==> src/rtl/avg_decim_pkg.sv <==
// Shared types and sizing helpers for the averaging decimator.
package avg_decim_pkg;

    typedef enum logic {
        IDLE  = 1'b0,
        ACCUM = 1'b1
    } state_e;

    localparam int DEF_BITWIDTH = 32;
    localparam int DEF_MAX_LOG2 = 4;

    // Summing up to 2^max_log2 samples adds max_log2 bits of headroom.
    function automatic int acc_width(input int bitwidth, input int max_log2);
        return bitwidth + max_log2;
    endfunction

endpackage

==> src/rtl/sync_fifo.sv <==
// Single-clock FIFO with wrapping pointers, occupancy counter and drop indication.
module sync_fifo #(
    parameter int WIDTH = 32,
    parameter int DEPTH = 4
) (
    input  logic                       clk,
    input  logic                       n_RST,
    input  logic                       i_push,
    input  logic [WIDTH-1:0]           i_push_data,
    input  logic                       i_pop,
    output logic [WIDTH-1:0]           o_data,
    output logic                       o_valid,
    output logic [$clog2(DEPTH+1)-1:0] o_level,
    output logic                       o_drop
);

    localparam int PW = $clog2(DEPTH);
    localparam int LW = $clog2(DEPTH+1);

    logic [WIDTH-1:0] r_mem [DEPTH];
    logic [PW-1:0]    r_wr_ptr;
    logic [PW-1:0]    r_rd_ptr;
    logic [LW-1:0]    r_level;
    logic             w_do_pop;
    logic             w_do_push;

    // A full FIFO still accepts a push when a pop frees the head slot in the same cycle.
    assign w_do_pop  = i_pop && (r_level != '0);
    assign w_do_push = i_push && ((r_level != LW'(DEPTH)) || w_do_pop);

    always_ff @(posedge clk or negedge n_RST) begin
        if (!n_RST) begin
            for (int i = 0; i < DEPTH; i++) begin
                r_mem[i] <= '0;
            end
            r_wr_ptr <= '0;
            r_rd_ptr <= '0;
            r_level  <= '0;
        end else begin
            if (w_do_push) begin
                r_mem[r_wr_ptr] <= i_push_data;
                r_wr_ptr        <= r_wr_ptr + PW'(1);
            end
            if (w_do_pop) begin
                r_rd_ptr <= r_rd_ptr + PW'(1);
            end
            case ({w_do_push, w_do_pop})
                2'b10:   r_level <= r_level + LW'(1);
                2'b01:   r_level <= r_level - LW'(1);
                default: r_level <= r_level;
            endcase
        end
    end

    assign o_data  = r_mem[r_rd_ptr];
    assign o_valid = (r_level != '0);
    assign o_level = r_level;
    assign o_drop  = i_push && !w_do_push;

endmodule

==> src/rtl/avg_decim.sv <==
// Averaging decimator: sums 2^k input samples, emits sum >> k into an output FIFO.
module avg_decim
    import avg_decim_pkg::*;
#(
    parameter int BITWIDTH   = DEF_BITWIDTH,
    parameter int MAX_LOG2   = DEF_MAX_LOG2,
    parameter int FIFO_DEPTH = 4
) (
    input  logic                            clk,
    input  logic                            n_RST,
    input  logic [BITWIDTH-1:0]             sig_in,
    input  logic                            in_valid,
    input  logic [$clog2(MAX_LOG2+1)-1:0]   decim_log2,
    input  logic                            clr_ovf,
    output logic [BITWIDTH-1:0]             out_data,
    output logic                            out_valid,
    input  logic                            out_ready,
    output logic                            overflow,
    output logic [$clog2(FIFO_DEPTH+1)-1:0] level,
    output state_e                          o_dbg_state
);

    localparam int KW   = $clog2(MAX_LOG2+1);
    localparam int ACCW = acc_width(BITWIDTH, MAX_LOG2);
    localparam int CW   = MAX_LOG2 + 1;

    state_e           r_state;
    logic [ACCW-1:0]  r_acc;
    logic [CW-1:0]    r_cnt;
    logic [KW-1:0]    r_k_lat;
    logic             r_ovf;

    logic [KW-1:0]     w_k_clamp;
    logic [KW-1:0]     w_k_eff;
    logic [ACCW-1:0]   w_sig_ext;
    logic [ACCW-1:0]   w_acc_next;
    logic [CW-1:0]     w_cnt_next;
    logic [CW-1:0]     w_target;
    logic              w_done;
    logic [ACCW-1:0]   w_avg_full;
    logic [BITWIDTH-1:0] w_avg;
    logic              w_drop;

    assign w_k_clamp = (decim_log2 > KW'(MAX_LOG2)) ? KW'(MAX_LOG2) : decim_log2;
    assign w_sig_ext = {{MAX_LOG2{1'b0}}, sig_in};

    // Frame values as they will stand once the current valid sample is taken.
    always_comb begin
        w_k_eff    = r_k_lat;
        w_acc_next = r_acc + w_sig_ext;
        w_cnt_next = r_cnt + CW'(1);
        if (r_state == IDLE) begin
            w_k_eff    = w_k_clamp;
            w_acc_next = w_sig_ext;
            w_cnt_next = CW'(1);
        end
    end

    assign w_target   = CW'(1) << w_k_eff;
    assign w_done     = in_valid && (w_cnt_next == w_target);
    assign w_avg_full = w_acc_next >> w_k_eff;
    assign w_avg      = w_avg_full[BITWIDTH-1:0];

    always_ff @(posedge clk or negedge n_RST) begin
        if (!n_RST) begin
            r_state <= IDLE;
            r_acc   <= '0;
            r_cnt   <= '0;
            r_k_lat <= '0;
            r_ovf   <= 1'b0;
        end else begin
            if (in_valid) begin
                r_acc <= w_acc_next;
                r_cnt <= w_cnt_next;
                if (r_state == IDLE) begin
                    r_k_lat <= w_k_clamp;
                end
                r_state <= w_done ? IDLE : ACCUM;
            end
            if (w_drop) begin
                r_ovf <= 1'b1;
            end else if (clr_ovf) begin
                r_ovf <= 1'b0;
            end
        end
    end

    // Output handshake: a word transfers on any rising edge where out_valid && out_ready;
    // out_data holds while out_valid is high and out_ready is low.
    sync_fifo #(
        .WIDTH (BITWIDTH),
        .DEPTH (FIFO_DEPTH)
    ) u_fifo (
        .clk         (clk),
        .n_RST       (n_RST),
        .i_push      (w_done),
        .i_push_data (w_avg),
        .i_pop       (out_valid && out_ready),
        .o_data      (out_data),
        .o_valid     (out_valid),
        .o_level     (level),
        .o_drop      (w_drop)
    );

    assign overflow    = r_ovf;
    assign o_dbg_state = r_state;

endmodule
==> config.mk <==
export PLATFORM = sky130hd
export DESIGN_NAME = avg_decim
export DESIGN_NICKNAME = d
export VERILOG_FILES = /design/src/rtl/avg_decim_pkg.sv /design/src/rtl/sync_fifo.sv /design/src/rtl/avg_decim.sv
export SDC_FILE = /design/constraint.sdc
export NUM_CORES = 1
export LEC_CHECK = 0
export CAP_MARGIN = 20
export CORE_MARGIN = 2
export CORE_UTILIZATION = 29
export CTS_BUF_LIST = sky130_fd_sc_hd__clkbuf_2
export CTS_CLUSTER_DIAMETER = 100
export CTS_CLUSTER_SIZE = 16
export DETAILED_ROUTE_END_ITERATION = 8
export GPL_ROUTABILITY_DRIVEN = 1
export PLACE_DENSITY_LB_ADDON = 0.05
export SLEW_MARGIN = 25
export SYNTH_ARGS = -nofsm -noshare
export SYNTH_HDL_FRONTEND = slang
export SYNTH_SLANG_ARGS = --single-unit
==> constraint.sdc <==
create_clock -name clk -period 9.5 [get_ports clk]
set_input_delay 1.425 -clock clk [delete_from_list [all_inputs] [get_ports clk]]
set_output_delay 1.425 -clock clk [all_outputs]
set_load 0.02 [all_outputs]
==> results of run 1 <==
==> area by class of cell <==
type | instances | area [um^2] | area share [%]
multi-input combinational | 1092 | 7660 | 53.9
antenna | 4 | 10.0 | 0.0705
clock buffer | 17 | 85.1 | 0.599
tap | 585 | 732 | 5.15
timing repair buffer | 96 | 916 | 6.45
clock inverter | 15 | 188 | 1.32
inverter | 22 | 82.6 | 0.581
sequential | 181 | 4530 | 31.9
==> layout by cell type, fill, tap and decap left out, drive strengths merged, types with 18 or more instances in the layout <==
cell type / count
a211oi: 26
a21o: 19
a21oi: 108
a31oi: 38
buf: 20
clkbuf: 18
clkdlybuf4s50: 75
dfrtp: 181
ha: 38
inv: 28
mux2: 61
mux2i: 40
mux4: 34
nand2: 163
nand3: 31
nand4: 24
nor2: 120
nor3: 27
o21ai: 94
o31ai: 21
==> worst max-delay path by stage <==
stage                                    from                       endpoint  slack (ns)
2_1_floorplan                       sig_in[4]   u_fifo.r_mem[46]$_DFFE_PN0P_        5.38
3_3_place_gp                    decim_log2[2]   u_fifo.r_mem[73]$_DFFE_PN0P_        3.52
3_5_place_dp                    decim_log2[2]    u_fifo.r_mem[9]$_DFFE_PN0P_        3.51
4_1_cts               o_dbg_state$_DFFE_PN0P_    u_fifo.r_mem[9]$_DFFE_PN0P_        4.52
5_1_grt               o_dbg_state$_DFFE_PN0P_  u_fifo.r_mem[105]$_DFFE_PN0P_        4.49
6_report       u_fifo.r_rd_ptr[0]$_DFFE_PN0P_                   out_data[16]        4.80
==> report_power, final <==
| group | leakage (nW) | switching, mW | internal, mW |
|---|---|---|---|
| clock network | 0.156 | 0.344 | 0.135 |
| registers | 2.26 | 0.212 | 1.10 |
| logic | 3.27 | 2.44 | 1.47 |
==> metal layers <==
layer  GRT usage (%)  vias to the layer above
met3            3.66                       47
met2            34.1                      271
li1                -                     5331
met4            6.75                        0
met5               0                        -
met1            28.6                     5571
==> kinds of logic after synthesis <==
| kind of cell | count (synthesis) | share of synthesized area, % |
|---|---|---|
| and+or+nand+nor | 465 | 17.4 |
| adders and majority gates | 40 | 4.06 |
| AOI/OAI and AO/OA | 433 | 22.6 |
| muxes | 135 | 14.7 |
| xor gates and xnor gates | 19 | 1.31 |
| buffers and inverters | 124 | 4.33 |
| DFF | 181 | 35.6 |
==> metrics by stage <==
stage                     utilization (%)  area (um^2)  hold WS [ns]  setup slack, ns
final                                32.9        14200         0.302             4.80
after global placement               32.2        13900         0.458             3.52
after floorplan                         -        12700         0.443             5.38
after CTS                            32.9        14200         0.178             4.52
after detailed placement             32.2        13900         0.461             3.51
after global routing                 32.9        14200         0.197             4.49
==> sequential cells by signal (all words and copies together) (netlist names) <==
| name | flops |
|---|---|
| overflow | 1 |
| r_cnt | 5 |
| r_acc | 36 |
| u_fifo.r_mem | 128 |
| u_fifo.r_rd_ptr | 2 |
| u_fifo.o_level | 3 |
| r_k_lat | 3 |
| u_fifo.r_wr_ptr | 2 |
| o_dbg_state | 1 |
==> cell usage after synthesis (15+ instances only) <==
cell type / count / share of area, %
o21ai_0: 86 / 3.4
mux2_2: 57 / 5.1
nand2_1: 163 / 4.8
buf_2: 32 / 1.3
o211ai_1: 16 / 0.95
a21o_1: 19 / 1.1
o31ai_1: 21 / 1.2
dfrtp_1: 181 / 36
a21oi_1: 107 / 4.2
and3_1: 15 / 0.74
nand4_1: 24 / 1.2
nor2_1: 120 / 3.5
a31oi_1: 38 / 1.9
mux2i_1: 40 / 3.2
nor3_1: 26 / 1.0
inv_1: 20 / 0.59
a211oi_1: 20 / 1.2
ha_1: 38 / 3.7
mux4_2: 34 / 6.0
clkbuf_1: 54 / 1.6
nand3_1: 31 / 1.2
==> summary.txt, run 1 <==
R2R Path End = u_fifo.r_mem[9]$_DFFE_PN0P_
Crit path max-delay family = buffers and inverters
Crit path buffers/inverters = 2
top layer in use = met4
met3 WL post-DR = 1880 um
measured slew at the worst slew-check pin = 0.978 ns
Crit Path Category = flop to primary output
vias in the first global route = 11100
Pwr Total = 5.71 mW
Crit Path Max Fanout = 34
RSZ-0062 raised after global routing = no
R2R cell count = 9
Seq/Total Area, Yosys = 35.6%
Seq cells post-synth = 181
half-perimeter wire length after placement = 33400 um
WL/cell = 22.9 um
Post-Syn Instances = 1397
initial antenna violation count = 3
drt pass-1 iters = 6
chip width = 213 um
htree depth = 4
fin crit share = 49.5%
Worst Hold Class = input port to async pin
Fin Setup TNS = 0 ns
initial core utilization = 29.4%
Num Clock Sinks = 181
post-synthesis cell area = 0.0127 mm^2
status = finished clean
GRT overflow = 0
drt drc = 0
Yosys cell types = 87
P_leak = 5.68 nW
io pins = 78
Final Max Tran Viols = 0
post-CTS setup buffer count = 0
VDD IR max = 0.137 mV
area grow syn2layout = 11.8%
Routed WL = 46000 um
number of DRC markers in iteration 0 = 885
cell row count = 76
# Max-Cap Violations = 0
Placed Cells = 1976
CTS tree = yes
Final Wtd Congestion = 0.885
synthesis warning total = 0
largest net degree at the start of global routing = 84
CP Launch Type = flop
root buf cell = clkbuf_2
die area = 0.0455 mm^2
first-pass GRT wire length = 70900 um
Max Buffers Root-to-Sink = 2
wire length on met1 = 21400 um
required time of the worst setup path = 8.08 ns
Reg2Reg Launch Point = o_dbg_state$_DFFE_PN0P_
Fillers = 4576
Hold-fix buffers, CTS = 0
Power per Cell Area = 402 mW/mm^2
Final nets = 1490
Total Routing Usage GR = 21.0%
fin crit period = 4.70 ns
top_reg_cell synth = dfrtp_1
final hold violations = 0
Fmax = 213 MHz
clock-pin transition on the worst setup and hold timing paths = 0.30 ns
Final Skew = 0.0462 ns
ys async rst share = 100%
average size of a mapped cell = 9.10 um^2
CTS buffer count = 17
Rel. slew slack = 34.2%
Post-Syn Nets = 1477
Data arrival, critical path = 3.28 ns
Vias = 11200
worst reg2reg setup slack = 4.92 ns
post-DR vias/cell = 5.58
Die Y = 213 um
final antenna-violating net count = 0
delay of the slowest critical-path stage = 0.66 ns
post-cts resize count = 0
non-filler cells, final = 2012
core area = 0.0432 mm^2
later-pin clock latency in the skew report = 1.04 ns
WL met2 = 21800 um
Final Setup Violations = 0
Crit-path slowest cell = mux4_2
critical path depth = 3
IO Port Bufs = 77
Post-synth EDFFs = 0
worst-path cell chain = buf_4 > mux4_2 > clkdlybuf4s50_1
Critical Path Sink Type = primary output
ratio of cells with drive above 1 in the final layout = 12.7%
Power figures use the tool's default switching activity.
==> inputs of run 2 (changes only) <==
Clock period 9.5 ns to 4.4 ns, I/O delays scaled along.
==> run 2 against run 1 <==
  * Design area up 7.8%
  * Setup slack worse by 4.4 ns
  * Sequential cell count did not move
  * Sequential share of layout area decreased by 2.3 points
  * Clock power up 100%
  * First-iteration DRC count fell by 14%
  * Register-to-register slack worse by 4.3 ns
  * Critical path type unchanged
==> summary.txt, run 2 (synthesis results as in run 1) <==
commonest non-fill, non-tap cell in the layout = dfrtp_1 (unchanged)
drt drc = 0 (unchanged)
Largest register FFs = 128 (unchanged)
Util after Layout = 35.5% (was 32.9%)
Final Setup Violations = 0 (unchanged)
first-pass GRT wire length = 72000 um (was 70900 um)
Final Wtd Congestion = 0.905 (was 0.885)
most frequent cells in the layout = dfrtp_1 (179), nand2_1 (163), buf_4 (150) (was dfrtp_1 (179), nand2_1 (159), nor2_1 (119))
Internal Dissipation = 6.71 mW (was 2.71 mW)
worst reg2reg setup slack = 0.66 ns (was 4.92 ns)
die area = 0.0455 mm^2 (unchanged)
later-pin clock latency in the skew report = 1.02 ns (was 1.04 ns)
number of DRC markers in iteration 0 = 759 (was 885)
Final nets = 1631 (was 1490)
ratio of cells with drive above 1 in the final layout = 19.9% (was 12.7%)
crit path from = u_fifo.r_rd_ptr[0]$_DFFE_PN0P_ (unchanged)
Vias = 11500 (was 11200)
final hold violations = 0 (unchanged)
R2R Path End = u_fifo.r_mem[3]$_DFFE_PN0P_ (was u_fifo.r_mem[9]$_DFFE_PN0P_)
required time of the worst setup path = 3.74 ns (was 8.08 ns)
initial antenna violation count = 2 (was 3)
Clk pwr share = 7.3% (was 8.4%)
Num Clock Sinks = 181 (unchanged)
fin crit period = 4.00 ns
sw power = 6.58 mW (was 3.00 mW)
Max Buffers Root-to-Sink = 2 (unchanged)
fin crit share = 90.8%
Reg2Reg Launch Point = r_acc[0]$_DFFE_PN0P_ (was o_dbg_state$_DFFE_PN0P_)
Crit Path Category = flop to primary output (unchanged)
io pins = 78 (unchanged)
chip width = 213 um (unchanged)
P_leak = 6.38 nW (was 5.68 nW)
Power per Cell Area = 868 mW/mm^2 (was 402 mW/mm^2)
initial core utilization = 29.4% (unchanged)
measured slew at the worst slew-check pin = 1.04 ns (was 0.978 ns)
R2R cell count = 13 (was 9)
vias in the first global route = 11600 (was 11100)
CTS buffer count = 17 (unchanged)
Hold-fix buffers, CTS = 2 (was 0)
root buf cell = clkbuf_2 (unchanged)
largest net degree at the start of global routing = 109 (was 84)
Fin Setup TNS = 0 ns (unchanged)
clock-pin transition on the worst setup and hold timing paths = 0.25 ns (was 0.30 ns)
end of the critical path = out_data[15] (was out_data[16])
post-cts resize count = 0 (unchanged)
status = finished clean (unchanged)
hold_ws = 0.211 ns (was 0.302 ns)
post-DR vias/cell = 5.36 (was 5.58)
core area = 0.0432 mm^2 (unchanged)
cell row count = 76 (unchanged)
Pwr Total = 13.3 mW (was 5.71 mW)
Total Routing Usage GR = 21.4% (was 21.0%)
Final Skew = 0.0474 ns (was 0.0462 ns)
Data arrival, critical path = 3.34 ns (was 3.28 ns)
Crit Path Max Fanout = 15 (was 34)
half-perimeter wire length after placement = 35300 um (was 33400 um)
# Max-Cap Violations = 0 (unchanged)
Routed WL = 46800 um (was 46000 um)
area grow syn2layout = 20.5% (was 11.8%)
Biggest register = u_fifo.r_mem (unchanged)
post-CTS setup buffer count = 0 (unchanged)
Critical Path Sink Type = primary output (unchanged)
Die Y = 213 um (unchanged)
CTS tree = yes (unchanged)
htree depth = 4 (unchanged)
Comb pwr share = 71.0% (was 68.6%)
Worst Hold Class = input port to flop (was input port to async pin)
sequential share of power = 21.8% (was 23.0%)
WL/cell = 21.8 um (was 22.9 um)
GRT overflow = 0 (unchanged)
Fmax = 250 MHz
final antenna-violating net count = 0 (unchanged)
VDD IR max = 0.343 mV (was 0.137 mV)
IO Port Bufs = 77 (unchanged)
switching share of power = 49.5% (was 52.5%)
CP Launch Type = flop (unchanged)
RSZ-0062 raised after global routing = no (unchanged)
Final Max Tran Viols = 0 (unchanged)
Largest regs = u_fifo.r_mem (128), r_acc (36), r_cnt (5) (unchanged)
Rel. slew slack = 30.1% (was 34.2%)
drt pass-1 iters = 5 (was 6)
[run 2: cell type report]
type                            instances  area [um^2]
Fill cell                            4549        27900
Clock inverter                         14          150
Antenna cell                            1         2.50
Clock buffer                           18         90.1
Inverter                               22         82.6
Sequential cell                       181         4530
Tap cell                              585          732
Timing Repair Buffer                  237         2070
Multi-Input combinational cell       1092         7650
[run 2: worst min-delay path by stage]
| stage | slack (ns) | startpoint | end | depth (start not counted) |
|---|---|---|---|---|
| after floorplan | 0.36 | n_RST | o_dbg_state$_DFFE_PN0P_ | 0 |
| after global placement | 0.46 | u_fifo.r_mem[73]$_DFFE_PN0P_ | u_fifo.r_mem[73]$_DFFE_PN0P_ | 1 |
| after detailed placement | 0.46 | u_fifo.r_mem[42]$_DFFE_PN0P_ | u_fifo.r_mem[42]$_DFFE_PN0P_ | 2 |
| after CTS | 0.05 | clr_ovf | overflow$_DFFE_PN0P_ | 2 |
| after global routing | 0.10 | clr_ovf | overflow$_DFFE_PN0P_ | 2 |
| final | 0.21 | clr_ovf | overflow$_DFFE_PN0P_ | 2 |
[run 2: stage by stage]
| step | setup WS, ns | cell area, um^2 | instances |
|---|---|---|---|
| global route | 0.123 | 15300 | 2150 |
| floorplan | 1.04 | 12700 | 1397 |
| global placement | -0.161 | 15000 | 2113 |
| CTS | 0.148 | 15300 | 2147 |
| finish | 0.404 | 15300 | 2150 |
| detailed placement | -0.151 | 15000 | 2113 |
[run 2: routing by layer]
layer	up-vias	global-route usage (%)	share of wire (%)
li1	5582	-	-
met1	5645	28.8	47
met2	239	34.3	46
met3	50	3.78	3.9
met4	0	7.83	2.8
met5	-	0	0
[run 2: critical path, cell delays in order (launching register included)]
cell and delay, ns:
dfrtp_2 0.78, buf_4 0.38, mux4_2 0.60, clkdlybuf4s50_1 0.58
[run 2: power by group through the flow]
stage	Combinational, mW	Clock [mW]	Sequential [mW]
after floorplan	5.72	0	2.73
after global placement	9.50	0	2.93
after detailed placement	9.48	0	2.95
after CTS	9.52	1.03	2.91
after global routing	10.3	1.09	3.01
final	9.44	0.965	2.90
